## src/rtl/mmc_rsp_rx.sv

```systemverilog
// mmc_rsp_rx: bit-serial receiver for MMC command-line responses.
// Armed after a command's end bit, waits for the card's start bit, shifts in a
// 48-bit (R1/R1b/R3/R6) or 136-bit (R2) response, checks framing and CRC7
// (x^7+x^3+1), and returns the response fields plus error status.
// Ports:
//   clk, rst        clock, synchronous active-high reset
//   bit_en_i        one-clk strobe per MMC bit period; cmd_in_i sampled only then
//   cmd_in_i        synchronised CMD line level
//   arm_i           start a reception (ignored while busy)
//   long_rsp_i      sampled on arm: 1 = 136-bit R2, 0 = 48-bit
//   chk_crc_i       sampled on arm: 0 disables the CRC compare
//   busy_o          reception in progress
//   done_o          one-clk pulse at the end of a reception
//   rsp_index_o     short: bits[45:40]; long: 6'h3F
//   rsp_data_o      short: {88'b0, bits[39:8]}; long: bits[127:8]
//   err_to_o/err_tx_o/err_crc_o/err_end_o  timeout / tx bit / CRC / end bit errors
module mmc_rsp_rx #(
  parameter int unsigned NCR_MAX = 64,
  parameter int unsigned TW      = 8
) (
  input  logic         clk,
  input  logic         rst,
  input  logic         bit_en_i,
  input  logic         cmd_in_i,
  input  logic         arm_i,
  input  logic         long_rsp_i,
  input  logic         chk_crc_i,
  output logic         busy_o,
  output logic         done_o,
  output logic [5:0]   rsp_index_o,
  output logic [119:0] rsp_data_o,
  output logic         err_to_o,
  output logic         err_tx_o,
  output logic         err_crc_o,
  output logic         err_end_o
);

  localparam int unsigned BW       = 7;
  localparam int unsigned DW       = 120;
  localparam int unsigned SHORT_PL = 38;
  localparam int unsigned LONG_PL  = 126;

  typedef enum logic [2:0] {IDLE, WAIT, TXB, PAY, CRC, ENDB, FIN} state_t;

  state_t          state_q, state_d;
  logic [TW-1:0]   tcnt_q, tcnt_d;
  logic [BW-1:0]   bcnt_q, bcnt_d;
  logic [2:0]      ccnt_q, ccnt_d;
  logic [DW-1:0]   sh_q, sh_d;
  logic [6:0]      crc_q, crc_d;
  logic [6:0]      rcrc_q, rcrc_d;
  logic            long_q, long_d;
  logic            chk_q, chk_d;
  logic            busy_q, busy_d;
  logic            done_q, done_d;
  logic [5:0]      index_q, index_d;
  logic [DW-1:0]   data_q, data_d;
  logic            to_q, to_d, tx_q, tx_d, ecrc_q, ecrc_d, end_q, end_d;
  logic [6:0]      crc_upd;

  // One CRC7 step with the current line bit.
  function automatic logic [6:0] crc_next(input logic [6:0] c, input logic d);
    logic fb;
    fb = d ^ c[6];
    return {c[5:4], c[3], c[2] ^ fb, c[1:0], fb};
  endfunction

  assign crc_upd = crc_next(crc_q, cmd_in_i);

  // State and datapath registers.
  always_ff @(posedge clk) begin
    if (rst) begin
      state_q <= IDLE;
      tcnt_q  <= '0;
      bcnt_q  <= '0;
      ccnt_q  <= '0;
      sh_q    <= '0;
      crc_q   <= '0;
      rcrc_q  <= '0;
      long_q  <= 1'b0;
      chk_q   <= 1'b0;
      busy_q  <= 1'b0;
      done_q  <= 1'b0;
      index_q <= '0;
      data_q  <= '0;
      to_q    <= 1'b0;
      tx_q    <= 1'b0;
      ecrc_q  <= 1'b0;
      end_q   <= 1'b0;
    end else begin
      state_q <= state_d;
      tcnt_q  <= tcnt_d;
      bcnt_q  <= bcnt_d;
      ccnt_q  <= ccnt_d;
      sh_q    <= sh_d;
      crc_q   <= crc_d;
      rcrc_q  <= rcrc_d;
      long_q  <= long_d;
      chk_q   <= chk_d;
      busy_q  <= busy_d;
      done_q  <= done_d;
      index_q <= index_d;
      data_q  <= data_d;
      to_q    <= to_d;
      tx_q    <= tx_d;
      ecrc_q  <= ecrc_d;
      end_q   <= end_d;
    end
  end

  // Next-state and datapath logic.
  always_comb begin
    state_d = state_q;
    tcnt_d  = tcnt_q;
    bcnt_d  = bcnt_q;
    ccnt_d  = ccnt_q;
    sh_d    = sh_q;
    crc_d   = crc_q;
    rcrc_d  = rcrc_q;
    long_d  = long_q;
    chk_d   = chk_q;
    index_d = index_q;
    data_d  = data_q;
    to_d    = to_q;
    tx_d    = tx_q;
    ecrc_d  = ecrc_q;
    end_d   = end_q;

    unique case (state_q)
      IDLE: begin
        if (arm_i) begin
          long_d  = long_rsp_i;
          chk_d   = chk_crc_i;
          to_d    = 1'b0;
          tx_d    = 1'b0;
          ecrc_d  = 1'b0;
          end_d   = 1'b0;
          tcnt_d  = '0;
          crc_d   = '0;
          state_d = WAIT;
        end
      end
      WAIT: begin
        if (bit_en_i) begin
          if (!cmd_in_i) begin
            if (!long_q) crc_d = crc_upd;
            state_d = TXB;
          end else if (tcnt_q == TW'(NCR_MAX - 1)) begin
            to_d    = 1'b1;
            state_d = FIN;
          end else begin
            tcnt_d = tcnt_q + 1'b1;
          end
        end
      end
      TXB: begin
        if (bit_en_i) begin
          tx_d    = cmd_in_i;
          // R2 CRC covers only the payload, so the register restarts here.
          crc_d   = long_q ? 7'd0 : crc_upd;
          bcnt_d  = long_q ? BW'(LONG_PL) : BW'(SHORT_PL);
          state_d = PAY;
        end
      end
      PAY: begin
        if (bit_en_i) begin
          // R2 reserved bits fall off the top of the 120-bit register.
          sh_d = {sh_q[DW-2:0], cmd_in_i};
          if (!long_q || bcnt_q <= BW'(DW)) crc_d = crc_upd;
          bcnt_d = bcnt_q - 1'b1;
          if (bcnt_q == BW'(1)) begin
            ccnt_d  = 3'd7;
            state_d = CRC;
          end
        end
      end
      CRC: begin
        if (bit_en_i) begin
          rcrc_d = {rcrc_q[5:0], cmd_in_i};
          ccnt_d = ccnt_q - 1'b1;
          if (ccnt_q == 3'd1) state_d = ENDB;
        end
      end
      ENDB: begin
        if (bit_en_i) begin
          end_d  = ~cmd_in_i;
          ecrc_d = chk_q & (rcrc_q != crc_q);
          if (long_q) begin
            index_d = 6'h3F;
            data_d  = sh_q;
          end else begin
            index_d = sh_q[37:32];
            data_d  = {88'd0, sh_q[31:0]};
          end
          state_d = FIN;
        end
      end
      FIN:     state_d = IDLE;
      default: state_d = IDLE;
    endcase

    // done is high exactly while in FIN; busy drops on that same clk.
    done_d = (state_d == FIN);
    busy_d = (state_d != IDLE) && (state_d != FIN);
  end

  assign busy_o      = busy_q;
  assign done_o      = done_q;
  assign rsp_index_o = index_q;
  assign rsp_data_o  = data_q;
  assign err_to_o    = to_q;
  assign err_tx_o    = tx_q;
  assign err_crc_o   = ecrc_q;
  assign err_end_o   = end_q;

endmodule

```

## config.mk

```make
export PLATFORM = sky130hd
export DESIGN_NAME = mmc_rsp_rx
export DESIGN_NICKNAME = d
export VERILOG_FILES = /design/src/rtl/mmc_rsp_rx.sv
export SDC_FILE = /design/constraint.sdc
export NUM_CORES = 1
export LEC_CHECK = 0
export CORE_UTILIZATION = 55
export CTS_CLUSTER_DIAMETER = 120
export DETAILED_ROUTE_END_ITERATION = 10
export GPL_TIMING_DRIVEN = 0
export HOLD_SLACK_MARGIN = 0.1
export PLACE_DENSITY = 0.8
export SLEW_MARGIN = 10
export SYNTH_ARGS = -nofsm -noshare
export SYNTH_HDL_FRONTEND = slang
export SYNTH_SLANG_ARGS = --single-unit
export TNS_END_PERCENT = 10
```

## constraint.sdc

```tcl
create_clock -name clk -period 2.35 [get_ports clk]
set_clock_uncertainty 0.15 [all_clocks]
set_input_delay 0.47 -clock clk [delete_from_list [all_inputs] [get_ports clk]]
set_output_delay 0.47 -clock clk [all_outputs]
set_load 0.05 [all_outputs]
```

======== Word level (Yosys, flattened, before mapping) ========
Index checks and enable logic that the tools add are counted.
operators by class
  add/subtract/negate cells ............... 3
  order comparisons ....................... 1
  equal/unequal tests ..................... 24
  mux-type cells .......................... 46
  bitwise logic cells ..................... 4
  reductions and logical operators ........ 22
operators by type and width
  kind                                                                 number
  120-bit 2-to-1 mux                                                   1
  7-bit 2-to-1 mux                                                     11
  3-bit 2-to-1 mux                                                     13
  8-bit 2-to-1 mux                                                     4
  7-bit case mux with 4 select lines                                   1
  2-bit inequality test (second input constant)                        13
  3-bit case mux with 6 select lines                                   1
  8-bit case mux with 2 select lines                                   1
  7-bit case mux with 2 select lines                                   1
  5-bit AND reduction                                                  2
  2-bit nonzero test                                                   5
  3-bit == test (second input constant)                                3
  3-bit AND reduction                                                  3
  8-bit by 1-bit adder with 8-bit output (second input constant)       1
  8-bit by 6-bit == test with 1-bit output (second input constant)     1
  1-bit case mux with 2 select lines                                   4
  2-bit AND reduction                                                  4
  8-bit AND reduction                                                  1
  7-bit by 1-bit == test with 1-bit output (second input constant)     1
  7-bit <= comparator (second input constant)                          1
  1-bit 2-to-1 mux                                                     7
  7-bit inequality test                                                1
  7-bit by 1-bit subtractor with 7-bit output (second input constant)  1
  3-bit by 1-bit == test with 1-bit output (second input constant)     2
  other kinds (15)                                                     17
storage, ports and cells
  register bits after elaboration ......... 289
  input bits .............................. 7
  output and inout bits ................... 132
  logic and storage cells ................. 117

======== Longest topological paths before layout ========
  depth after elaboration ................. 7
  gate-level depth with buffers ........... 8
  gate-level depth less buffers ........... 7

======== Worst setup path after synthesis ========
No wires, ideal clock.
  kind .................................... register -> register
  start point ............................. register tcnt_q[0]
  end point ............................... register tcnt_q[2]
  library setup time ...................... 0.115 ns
  arrival time ............................ 1.646 ns
  required time ........................... 2.085 ns
  slack ................................... 0.439 ns
  stages on the path, launching flop included .. 8
  buffers on the path ..................... 1
  clock period less this slack ............ 1.911 ns
  path through ............................ dfxtp_1 > ha_1 > or3b_1 > or3_1 > clkbuf_2 > nand3_1 > xor2_1 > nor2_1
on the way
  cells in the longest elaborated chain, start to end .. 5
  elaborated cells on any way between the ends .. 8
  those cells by class .................... add/sub: 1; eq/ne: 2; mux: 4; reduce/logical: 1
ends and longest elaborated chain
  element                                 line  RTL
  from (decl)                             46    logic [TW-1:0] tcnt_q, tcnt_d;
  from (signal assigned)                  92    tcnt_q <= tcnt_d;
  8-bit by 1-bit adder with 8-bit output  152   tcnt_d = tcnt_q + 1'b1;
  8-bit 2-to-1 mux                        148   end else if (tcnt_q == TW'(NCR_MAX - 1)) begin
  8-bit 2-to-1 mux                        145   if (!cmd_in_i) begin
  8-bit 2-to-1 mux                        144   if (bit_en_i) begin
  8-bit case mux with 2 select lines      129   unique case (state_q)
Parallel ways exist; a longest one is shown, timed or not. The select of a mux whose other input is x is not followed.
A chain may end at the register's enable or synchronous reset.

======== Worst setup path after layout ========
  start point ............................. register index_q[1] (netlist: rsp_index_o[1])
  end point ............................... output rsp_index_o[1]
RTL lines
  element                 line  RTL
  from (decl)             56    logic [5:0] index_q, index_d;
  from (signal assigned)  102   index_q <= index_d;
  to (decl)               30    output logic [5:0] rsp_index_o,
No word-level cell between the ends.

==> run summary <==
The minimum period implied by the final worst setup slack came out at 2340 ps. Entering global routing, the biggest net connects 16 pins. The synthesized netlist occupies a cell area of 10800 µm².

The number of hold violations in the final report came out at 0. Leaving out fill and tap cells, the most frequent cells in the layout are nand2_1, dfxtp_1, a21oi_1. In the post-synthesis netlist, the biggest area contributors are dfxtp_1, nand2_1, a21oi_1, nand3_1, clkbuf_1. Yosys mapped a number of flops with a built-in enable equal to 0.

The library cell used most frequently in the layout, excluding fill and tap cells, is nand2_1. The timing-limited maximum frequency came out at 428 MHz. The area added between synthesis and finish is 26.1%. The iteration count of the initial detailed-routing pass is 5. The number of rows in the core area is 50. The startpoint of the most critical setup path is rsp_index_o[1]$_SDFFE_PP0P_. The worst setup path is of the flop to output pin kind. The static leakage power came out at 5.22 nW. The y dimension of the die is 142 µm. The data arrival at the endpoint of the critical path came out at 1720 ps. For the final routed database, the setup TNS stands at 0 ps.

TritonCTS built the clock tree. The overall routing resource usage is 0.253. The leftover overflow at the end of global routing is 0. The largest delay contributor family on the critical path is buffers and inverters. The number of levels in the clock H-tree came out at 1. The internal power component is 7.88 mW.

The total power draw is 10.0 mW. The power density over the cells came out at 740 nW/µm². The clock reaches the later pin of the worst-skew pair after 550 ps. The worst endpoint required time came out at 1730 ps. The core footprint came out at 19000 µm². The share of total power dissipated in the clock network is 0.474.

The final number of max-transition violations came to 0. The number of sinks driven by the clock tree is 289. The startpoint of the most critical register-to-register path is bcnt_q[0]$_SDFFE_PP0P_. The post-detailed-route via-to-cell ratio is 5.33. After technology mapping, the gate count stands at 1339. In the finished design, the share of the clock period the worst path needs comes to 0.994.

The number of buffers and inverters on the critical path is 1. The signal on the critical path passes through clkdlybuf4s50_1. The number of fillers in the final layout is 1480. The transition at the pin with the smallest max-transition slack is 805 ps.

In this run the most critical hold path is launched from rsp_data_o[102]$_SDFFE_PP0P_. Wires add up to 25800 µm. The final instance count without filler cells is 1791. The average cell area after synthesis came out at 8.03 µm².

The share of post-route cells with drive strength above 1 is 0.0660. The worst setup slack after placement is -549 ps. The biggest area contributor in the post-synthesis netlist is dfxtp_1.

The setup violation total in the final timing report came out at 0. After detailed routing, the average wire length per cell comes to 14.4 µm. The switching share of power came out at 0.216.

The number of global-route vias before repair is 8829. In the post-route analysis, the smallest setup slack over all paths is 14.7 ps. The I/O pin total came out at 139. The max capacitance violation total is 0. The starting density of the core is 0.567.

The worst setup path is captured at an output pin. The global-route wire length before repair came out at 41800 µm. The antenna diode instance count is 0. The worst slew margin relative to its limit is 0.459.

The proportion of netlist area held by the largest area contributor came out at 0.538. The highest-delay cell along the critical path is clkdlybuf4s50_1. The share of total power dissipated in combinational logic is 0.035.

In this design, the stage delay of the slowest critical-path cell is 820 ps. The number of distinct library cells after synthesis came out at 52. The path category of the worst min-delay check is flop to flop. The area after detailed placement is 12400 µm². CTS placed an instance of clkbuf_16 at the clock tree root.

In this run, placement finished with an instance count of 1736. In the synthesized netlist the dominant register cell turns out to be dfxtp_1. The number of routed nets with antenna violations is 0. The share of flip-flops with an asynchronous set or reset is 0. The run finished with clean final reports. The number of design-rule violations left by the first detailed-router iteration came out at 667. The floorplan step defined a die boundary enclosing 20100 µm². The proportion of synthesized chip area in sequential cells is 0.538. The number of antenna violations at the first check in global routing is 0. The HPWL after detailed placement is 17500 µm. The biggest fanout along the worst timing path came out at 2. The floorplan step set the die width to 142 µm. The total clock buffers created by CTS is 30. The number of nets produced by synthesis came out at 1351. The number of nets at the end of the flow is 1521. The number of flip-flops and latches in the synthesized netlist came out at 289.

The number of vias in the routed layout is 9553. The maximum clock insertion buffer count is 3. The net load switching power is 2.17 mW.

Setup repair after global routing could not meet its margin everywhere. The cell area after layout came out at 13600 µm². The worst IR drop on VDD is 0.578 mV. The register share of total power is 0.491. STA classifies the critical path startpoint as a flop. During synthesis, Yosys emitted a total of 0 warnings.

The final weighted congestion in routability-driven placement came out at 0.917. The clock-pin slew reported for the worst setup and hold paths after clock tree synthesis is 60 ps. The count of buffers added on input and output ports is 137. The remaining design rule violation count came out at 0.
-- power by group through the flow --
stage | combinational, mW | clock [mW] | sequential [mW]
5_1_grt | 0.389 | 4.99 | 4.92
4_1_cts | 0.347 | 4.81 | 4.93
6_report | 0.356 | 4.76 | 4.93
3_5_place_dp | 0.343 | 0 | 5.03
3_3_place_gp | 0.338 | 0 | 5.03
2_1_floorplan | 0.237 | 0 | 5.04
-- Yosys cell counts (all sizes together), types with 3 or more instances --
| master | instances |
|---|---|
| nand2 | 416 |
| dfxtp | 289 |
| a21oi | 268 |
| nand3 | 96 |
| clkbuf | 72 |
| nor2 | 40 |
| buf | 34 |
| nor3 | 19 |
| xor2 | 12 |
| nand2b | 9 |
| inv | 8 |
| nand4 | 8 |
| nand3b | 6 |
| ha | 5 |
| mux2i | 5 |
| xnor2 | 5 |
| a31oi | 4 |
| and2 | 4 |
| nor2b | 4 |
| o21ai | 4 |
| a211oi | 3 |
| and3b | 3 |
| nor4 | 3 |
| o22ai | 3 |
| or3 | 3 |
-- timing repair --
action	in CTS	in global routing
hold buffers	1	0
setup endpoints to repair	21	69
buffers inserted	0	1
pin swaps	0	1
hold endpoints to repair	2	0
resized for setup	15	40
-- metal layers --
metal	vias to the layer above	GRT usage	share of wire
met5	-	0	0
met4	0	0.0634	0.017
met3	36	0.0486	0.058
met2	236	0.431	0.47
met1	4486	0.330	0.45
li1	4795	-	-
-- layout make-up --
cell class / instances / area, µm² / share of cell area
tap: 260 / 325 / 0.0240
clock buffer: 44 / 893 / 0.0659
timing repair buffer: 139 / 1460 / 0.107
clock inverter: 10 / 123 / 0.00904
inverter: 8 / 30.0 / 0.00221
buffer: 105 / 497 / 0.0366
sequential: 289 / 5790 / 0.427
multi-input combinational: 936 / 4450 / 0.328
-- cells by family after synthesis --
family,after synthesis,synth area share
and+or+nand+nor,618,0.246
AOI/OAI and AO/OA,291,0.142
DFF,289,0.538
buffers and inverters,114,0.0490
xor gates and xnor gates,17,0.0138
muxes,5,0.00466
adders and majority gates,5,0.00582
-- worst paths after layout --
kind                                        to  slack [ps]  cells past startpoint
setup / recovery                rsp_index_o[1]          10                      1
hold / removal    rsp_data_o[102]$_SDFFE_PP0P_         300                      2
setup reg to reg         crc_q[0]$_SDFFE_PP0P_         140                      8
hold reg to reg   rsp_data_o[102]$_SDFFE_PP0P_         300                      2
-- registers in the layout (all words and copies together) (netlist names) --
register / count
crc_q: 7
err_end_o: 1
long_q: 1
rcrc_q: 7
ccnt_q: 3
state_q: 3
chk_q: 1
tcnt_q: 8
rsp_index_o: 6
busy_o: 1
rsp_data_o: 120
err_crc_o: 1
done_o: 1
err_to_o: 1
sh_q: 120
bcnt_q: 7
err_tx_o: 1
-- through the flow --
stage,hold WS [ps],utilization
finish,300,0.715
global route,323,0.715
CTS,301,0.710
detailed placement,294,0.657
global placement,289,0.657
floorplan,287,-
(Power assumes the default switching activity.)
